$ cat config.mk
export PLATFORM = sky130hd
export DESIGN_NAME = seq_addsub
export DESIGN_NICKNAME = d
export VERILOG_FILES = /design/src/rtl/seq_addsub_pkg.sv /design/src/rtl/digit_adder.sv /design/src/rtl/seq_addsub.sv
export SDC_FILE = /design/constraint.sdc
export NUM_CORES = 1
export LEC_CHECK = 0
export ABC_AREA = 1
export CORE_MARGIN = 5
export CORE_UTILIZATION = 58
export DETAILED_ROUTE_END_ITERATION = 8
export PLACE_DENSITY_LB_ADDON = 0.25
export SYNTH_ARGS = -nofsm -noshare
export SYNTH_HDL_FRONTEND = slang
export SYNTH_HIERARCHICAL = 1
export SYNTH_SLANG_ARGS = --single-unit
$ cat constraint.sdc
create_clock -name clk -period 7.5 [get_ports clk]
set_input_delay 0.75 -clock clk [delete_from_list [all_inputs] [get_ports clk]]
set_output_delay 0.75 -clock clk [all_outputs]
set_load 0.005 [all_outputs]
$ cat src/rtl/seq_addsub_pkg.sv
// rtl/seq_addsub_pkg.sv - shared types for the digit-serial adder/subtractor
// Purpose: state encoding used by seq_addsub.
// Ports: none (package).
package seq_addsub_pkg;

   typedef enum logic [1:0] {
      IDLE = 2'd0,
      RUN  = 2'd1,
      DONE = 2'd2
   } state_t;

endpackage

$ cat src/rtl/digit_adder.sv
// rtl/digit_adder.sv - combinational DIGIT-bit ripple-carry adder slice
// Purpose: adds one digit of each operand plus a carry-in using a chain of
//          full-adder cells.
// Ports:
//   a, b  - DIGIT-bit operand digits
//   cin   - carry into bit 0
//   sum   - DIGIT-bit digit sum
//   cout  - carry out of the top bit
//   cmsb  - carry into the top bit (used for signed overflow on the last digit)
module digit_adder #(
   parameter int DIGIT = 4
) (
   input  logic [DIGIT-1:0] a,
   input  logic [DIGIT-1:0] b,
   input  logic             cin,
   output logic [DIGIT-1:0] sum,
   output logic             cout,
   output logic             cmsb
);

   logic [DIGIT:0] c;

   assign c[0] = cin;

   for (genvar i = 0; i < DIGIT; i++) begin : g_fa
      assign sum[i]  = a[i] ^ b[i] ^ c[i];
      assign c[i+1]  = (a[i] & b[i]) | (c[i] & (a[i] ^ b[i]));
   end

   assign cout = c[DIGIT];
   assign cmsb = c[DIGIT-1];

endmodule

$ cat src/rtl/seq_addsub.sv
// rtl/seq_addsub.sv - digit-serial adder/subtractor, DIGIT bits per clock
// Purpose: computes a+b or a-b over NDIG clock cycles, LSB digit first, and
//          presents the result with carry/overflow/zero flags on completion.
// Ports:
//   clk, reset          - clock; synchronous active-high reset
//   start, sub, a, b    - operation request; mode and operands sampled with start
//   busy                - high while digits are being processed
//   done                - one-cycle pulse when s and flags are updated
//   s, cout, ovf, zero  - result, carry-out (no-borrow on sub), signed overflow, s==0
module seq_addsub
   import seq_addsub_pkg::*;
#(
   parameter int WIDTH = 32,
   parameter int DIGIT = 4
) (
   input  logic             clk,
   input  logic             reset,
   input  logic             start,
   input  logic             sub,
   input  logic [WIDTH-1:0] a,
   input  logic [WIDTH-1:0] b,
   output logic             busy,
   output logic             done,
   output logic [WIDTH-1:0] s,
   output logic             cout,
   output logic             ovf,
   output logic             zero
);

   localparam int NDIG = WIDTH / DIGIT;
   localparam int CW   = $clog2(NDIG) + 1;
   localparam logic [CW-1:0] LAST = CW'(NDIG - 1);

   if (DIGIT < 1 || DIGIT > WIDTH || (WIDTH % DIGIT) != 0) begin : g_bad_params
      $error("seq_addsub: DIGIT must be in 1..WIDTH and divide WIDTH");
   end

   state_t state, nxt;

   logic [CW-1:0]    cnt;
   logic [WIDTH-1:0] a_r, b_r, acc, res;
   logic             sub_r, carry;
   logic [DIGIT-1:0] da, db, dsum;
   logic             dcout, dcmsb;
   logic             accept;
   int               idx;

   // A request is taken whenever no operation is in flight, including the
   // DONE cycle, which is what allows back-to-back operations.
   assign accept = start && (state != RUN);
   assign busy   = (state == RUN);
   assign done   = (state == DONE);

   always_comb begin
      idx = int'(cnt);
      da  = a_r[idx*DIGIT +: DIGIT];
      // Subtraction is a + ~b + 1: invert b per digit, carry-in starts at 1.
      db  = b_r[idx*DIGIT +: DIGIT] ^ {DIGIT{sub_r}};
      // Accumulated digits with the current digit merged in; on the last
      // digit this is the complete result.
      res = acc;
      res[idx*DIGIT +: DIGIT] = dsum;
   end

   digit_adder #(.DIGIT(DIGIT)) u_digit (
      .a    (da),
      .b    (db),
      .cin  (carry),
      .sum  (dsum),
      .cout (dcout),
      .cmsb (dcmsb)
   );

   always_comb begin
      nxt = state;
      case (state)
         IDLE:    if (start) nxt = RUN;
         RUN:     if (cnt == LAST) nxt = DONE;
         DONE:    nxt = start ? RUN : IDLE;
         default: nxt = IDLE;
      endcase
   end

   always_ff @(posedge clk) begin
      if (reset) state <= IDLE;
      else       state <= nxt;
   end

   always_ff @(posedge clk) begin
      if (reset) begin
         cnt   <= '0;
         a_r   <= '0;
         b_r   <= '0;
         acc   <= '0;
         sub_r <= 1'b0;
         carry <= 1'b0;
         s     <= '0;
         cout  <= 1'b0;
         ovf   <= 1'b0;
         zero  <= 1'b0;
      end else if (accept) begin
         a_r   <= a;
         b_r   <= b;
         sub_r <= sub;
         carry <= sub;
         cnt   <= '0;
      end else if (state == RUN) begin
         acc   <= res;
         carry <= dcout;
         if (cnt == LAST) begin
            // Only the finished result reaches s; partial sums stay in acc.
            cnt  <= '0;
            s    <= res;
            cout <= dcout;
            ovf  <= dcout ^ dcmsb;
            zero <= (res == '0);
         end else begin
            cnt <= cnt + 1'b1;
         end
      end
   end

endmodule

Word-level counts from Yosys, hierarchy flattened
Cells that the tools add are included.

Output and inout bits: 37. Bits of input ports: 68. Register bits: 139. Logic and storage cells: 62.

Muxes and demuxes: 8. Bitwise logic cells: 23. Eq/ne operators: 6. Shift operators: 4. Add/subtract/negate cells: 2. Reduce and logical (&&, ||, !) cells: 8.

Operators with widths (count): $shiftx A32 B7 Y4 (2); $neg A6 Y33 (1); $shift A4 B33 Y32 const A (1); $shiftx A4 B33 Y32 (1); $bwmux W32 (1); $logic_not A32 Y1 (1); $xor A1 B1 Y1 (9); $and A1 B1 Y1 (8); $pmux W2 S3 (1); $add A4 B1 Y4 const B (1); $eq A4 B3 Y1 const B (1); $mux W2 (2); $mux W4 (1); $ne A2 B1 Y1 const B (2); $or A1 B1 Y1 (4); $reduce_and A2 Y1 (2); $xor A4 B4 Y4 (1); $mux W1 (3); $reduce_and A3 Y1 (1); $eq A2 B1 Y1 const B (1); $eq A2 B2 Y1 const B (1); $logic_not A2 Y1 (1); $ne A2 B2 Y1 const B (1); $reduce_bool A2 Y1 (1); 3 further kinds (3).

Longest topological paths before layout
Depth after elaboration: 13. Mapped depth: 22. Depth with buffers taken out: 20.

Modules after synthesis
The synthesis kept the hierarchy.

Modules (own cells, without submodules): seq_addsub (sequential area each 2782.7 µm², cells an instance 890, area an instance 6257.3 µm², instances 1); digit_adder (sequential area each 0.0 µm², cells an instance 12, area an instance 110.1 µm², instances 1).

Worst setup path after synthesis
Ideal clock, no wire load.

Path type: reg2reg. Start point: register cnt[0]. End point: register zero. Stages on the path, launching flop included: 23. Clock period less this slack: 3831 ps. Setup slack: 3669 ps. Data required time: 7429 ps. Path buffers: 3. Arrival time: 3760 ps. Setup time: 71 ps. Cells stage by stage: dfxtp_1 > buf_6 > clkbuf_1 > clkbuf_1 > nor2_1 > o22ai_1 > a22o_1 > xor2_1 > fa_1 > inv_1 > fa_1 > fa_1 > inv_1 > fa_1 > nand3_1 > nand2_1 > o21ai_0 > nand2_1 > inv_1 > nand2_1 > nor2_1 > nand3_1 > a21oi_1.

Longest elaborated chain between the ends: 13. Elaborated cells on any way between the ends: 27. Classes of those cells: 1 x add/sub; 1 x eq/ne; 4 x shift; 1 x mux; 18 x bitwise; 2 x reduce/logical.

RTL lines: start, declared (RTL line seq_addsub.sv:40) `logic [CW-1:0] cnt;`; start signal, assigned (RTL line seq_addsub.sv:118) `cnt <= cnt + 1'b1;`; $shiftx A32 B7 Y4 (*) (RTL line seq_addsub.sv:58) `db = b_r[idx*DIGIT +: DIGIT] ^ {DIGIT{sub_r}};`; $xor A4 B4 Y4 (*) (RTL line seq_addsub.sv:58); named net db[0] (RTL line seq_addsub.sv:43) `logic [DIGIT-1:0] da, db, dsum;`; $xor A1 B1 Y1 (RTL line digit_adder.sv:27) `assign c[i+1] = (a[i] & b[i]) | (c[i] & (a[i] ^ b[i]));`; $and A1 B1 Y1 (RTL line digit_adder.sv:27); $or A1 B1 Y1 (*) (RTL line digit_adder.sv:27); $and A1 B1 Y1 (*) (RTL line digit_adder.sv:27); $or A1 B1 Y1 (*) (RTL line digit_adder.sv:27); $and A1 B1 Y1 (*) (RTL line digit_adder.sv:27); $or A1 B1 Y1 (*) (RTL line digit_adder.sv:27); named net dcmsb (RTL line seq_addsub.sv:44) `logic dcout, dcmsb;`; $xor A1 B1 Y1 (*) (RTL line digit_adder.sv:26) `assign sum[i] = a[i] ^ b[i] ^ c[i];`; named net dsum[3] (RTL line seq_addsub.sv:43); $shiftx A4 B33 Y32 (*) (RTL line seq_addsub.sv:62) `res[idx*DIGIT +: DIGIT] = dsum;`; $bwmux W32 (*) (RTL line seq_addsub.sv:62); $logic_not A32 Y1 (*) (RTL line seq_addsub.sv:116) `zero <= (res == '0);`; end signal, assigned (RTL line seq_addsub.sv:116); end, declared (RTL line seq_addsub.sv:27) `output logic zero`.

Mark *: on every way through the listed nets, which the timed path passes. The rest lies on a longest branch. A chain may end at the register's enable or synchronous reset.

Worst setup path in the final report
Start point: register cnt[1]. End point: register zero.

Same word-level chain as after synthesis.

==> flow_metrics.tcl <==
set metrics [dict create \
    async_flop_share_pct 0 \
    final_layout_size_suffix_gt1_share_pct 5.88 \
    end_kind "flop" \
    setup_viol 0 \
    skew_ns 0.00889 \
    rsz0062_at_grt "false" \
    dp.final_hpwl_microns 10800 \
    synth_nets 980 \
    cpPeakStageDelay_ns 0.78 \
    grt_pass1_vias 6018 \
    worst_hold_path_type "flop to flop" \
    postCtsHoldBufs 0 \
    cts_max_level 4 \
    die_y_microns 115 \
    wl_per_cell_microns 14.7 \
    gp_congestion 0.922 \
    vias 6281 \
    area_delta_synth_final_pct 26.3 \
    path_cells "inv_1, o21ai_0, o22ai_1, a22o_1, xor2_1, fa_1, inv_1, fa_1, fa_1, inv_1, fa_1, nand3_1, nand2_1, o21ai_0, nand2_1, inv_1, nand2_1, nor2_1, nand3_1, a21oi_1" \
    criticalPathCategory "flop to flop" \
    dieArea_sq_um 13200 \
    status "finished clean" \
    routed_wl_microns 16600 \
    drc 0 \
    required_ns 7.93 \
    synth.top_cell.area_share_pct 43.7 \
    ctsResizeCount 0 \
    synth.area.top_cells "dfxtp_1 (44%), o21ai_0 (13%), nor2_1 (12%), nand2_1 (6.8%), a21oi_1 (4.3%)" \
    drtIter0Drc 466 \
    power_density_nw_per_um2 250 \
    grt_max_degree 67 \
    hold_viol 0 \
    synth-main-ff-cell "dfxtp_1" \
    cap_violations 0 \
    nets 1052 \
    grt_pass1_wl_microns 27600 \
    cp_slowest_cell "dfxtp_1" \
    finalPower_w 0.00201 \
    firstDrtPassIters 5 \
    ant_nets 0 \
    arrival_ns 5.05 \
    cp-start-kind "flop" \
    coreArea_sq_um 10800 \
    setup_tns_ns 0 \
    path_buf_inv 4 \
    die_x_microns 115 \
    dpl_worst_slack_ns 3.04 \
    synth_area_per_cell_sq_um 7.06 \
    grt_use_total_pct 25.7 \
    clock-root-buffer "clkbuf_8" \
    yosysUniqueCellTypes 38 \
    cts_setup_buffers 0 \
    synth-edff-count 0 \
    antenna_found_initial 0 \
    period_share_pct 61.6 \
    io_pins 105 \
    slew_viol_final 0 \
    yosys_warnings 6 \
    ctsLongestPathBuffers 2 \
    crit_fanout 24 \
    syn-instance-count 902 \
    io_buffers 104 \
    rows 38 \
    cp_top_family "adder cells" \
    routed_via_density 5.57 \
    worstMarginPinSlew_ns 0.977 \
    diodes 0 \
    numCtsBuffers 17 \
    clk_pin_slew_ns 0.06 \
    period_minus_slack_ns 4.62 \
    numClockSinks 139 \
    fin_ws_ns 2.88 \
    syn_area_sq_um 6370 \
    ir_drop_mv 0.187 \
    clock_latency_ns 0.52 \
    relSlewSlack_pct 34.8 \
    fmax_ghz 0.216 \
    ys_seq_elements 139 \
    grt-ovfl-total 0 \
    yosysTopAreaCell "dfxtp_1" \
    whs_ns 0.483 \
    start_util_pct 59.0 \
    cts_tree "yes" \
    ys_seq_area_share_pct 43.7 \
    p_leak_nw 3.48 \
]
[kinds of logic after synthesis]
family                   after synthesis  share of synthesized area (%)
AND/OR/NAND/NOR                      367                           24.2
AO/OA/AOI/OAI                        251                           20.9
flip-flops                           139                           43.7
buffers and inverters                130                           8.14
adder cells (fa/ha/maj)               10                           2.44
XOR/XNOR                               5                          0.688
[state kept, by name (all words and copies together) (netlist names)]
name	count
a_r	32
acc	32
b_r	32
carry	1
cnt	4
cout	1
ovf	1
s	32
state	2
sub_r	1
zero	1
[stage by stage]
step	utilization (%)	instances	area (sq um)
detailed placement	68.6	1095	7400
finish	74.5	1127	8040
floorplan	-	902	6370
CTS	74.5	1127	8040
global placement	68.6	1095	7400
global route	74.5	1127	8040
[worst register-to-register path, stage by stage (launching register included)]
cell and delay [ns]:
dfxtp_1 0.78, inv_1 0.50, o21ai_0 0.20, o22ai_1 0.10, a22o_1 0.22, xor2_1 0.18
fa_1 0.20, inv_1 0.05, fa_1 0.39, fa_1 0.38, inv_1 0.11, fa_1 0.53
nand3_1 0.17, nand2_1 0.08, o21ai_0 0.14, nand2_1 0.09, inv_1 0.07, nand2_1 0.05
nor2_1 0.09, nand3_1 0.08, a21oi_1 0.13
[final timing paths]
check | from | endpoint | slack, ns | cells after the start
max | cnt[1]$_SDFFE_PP0P_ | zero$_SDFFE_PP0P_ | 2.88 | 20
min | acc[31]$_SDFFE_PP0P_ | acc[31]$_SDFFE_PP0P_ | 0.48 | 2
max reg2reg | cnt[1]$_SDFFE_PP0P_ | zero$_SDFFE_PP0P_ | 2.88 | 20
min reg2reg | acc[31]$_SDFFE_PP0P_ | acc[31]$_SDFFE_PP0P_ | 0.48 | 2
[area by class of cell]
class,count,area [sq um]
Clock buffer,20,435
Clock inverter,12,209
Fill cell,845,2750
Inverter,74,282
Multi-Input combinational cell,633,3080
Sequential cell,139,2780
Tap cell,140,175
Timing Repair Buffer,109,1080
[per-layer routing]
layer  share of wire, %  vias to the layer above  track usage [%]  routed length, microns
li1                   -                     3092                -                       -
met4                3.3                        0             12.5                     539
met1                 41                     2878             31.6                    6810
met5                  0                        -                0                       0
met2                 50                      261             43.2                    8220
met3                6.0                       50             5.11                     997
[synth_stat cells (4+ instances only)]
cell type	instances
nand4_1	8
nor2_1	204
nand2_2	5
dfxtp_1	139
clkbuf_1	44
a21oi_1	55
o22ai_1	16
inv_1	70
buf_1	5
nand3_1	19
nor2_4	4
ha_1	6
o21ai_0	162
nand2_1	115
a22o_1	8
xor2_1	4
fa_1	4
[cell usage in the layout (no fill, tap or decap), drive strengths merged, types with 4 or more instances in the layout]
cell           Yosys  layout
bufinv             0       5
o22ai             16      16
o21ai            163     163
a22o               8       8
clkinv             2       4
fa                 4       4
xor2               4       4
a21oi             55      55
clkbuf            45      20
ha                 6       6
nor2             212     212
buf               11       5
dfxtp            139     139
nand4              8       8
nand2            122     122
clkdlybuf4s50      0     104
nand3             20      20
inv               72      75
[power breakdown]
group / switching [W] / leakage (nW) / internal, W
sequential: 0.0000258 / 1.14 / 0.000784
combinational: 0.000178 / 2.03 / 0.000110
clock: 0.000327 / 0.307 / 0.000588
total: 0.000531 / 3.48 / 0.00148
Note: power is estimated with default switching activity, not from simulation.
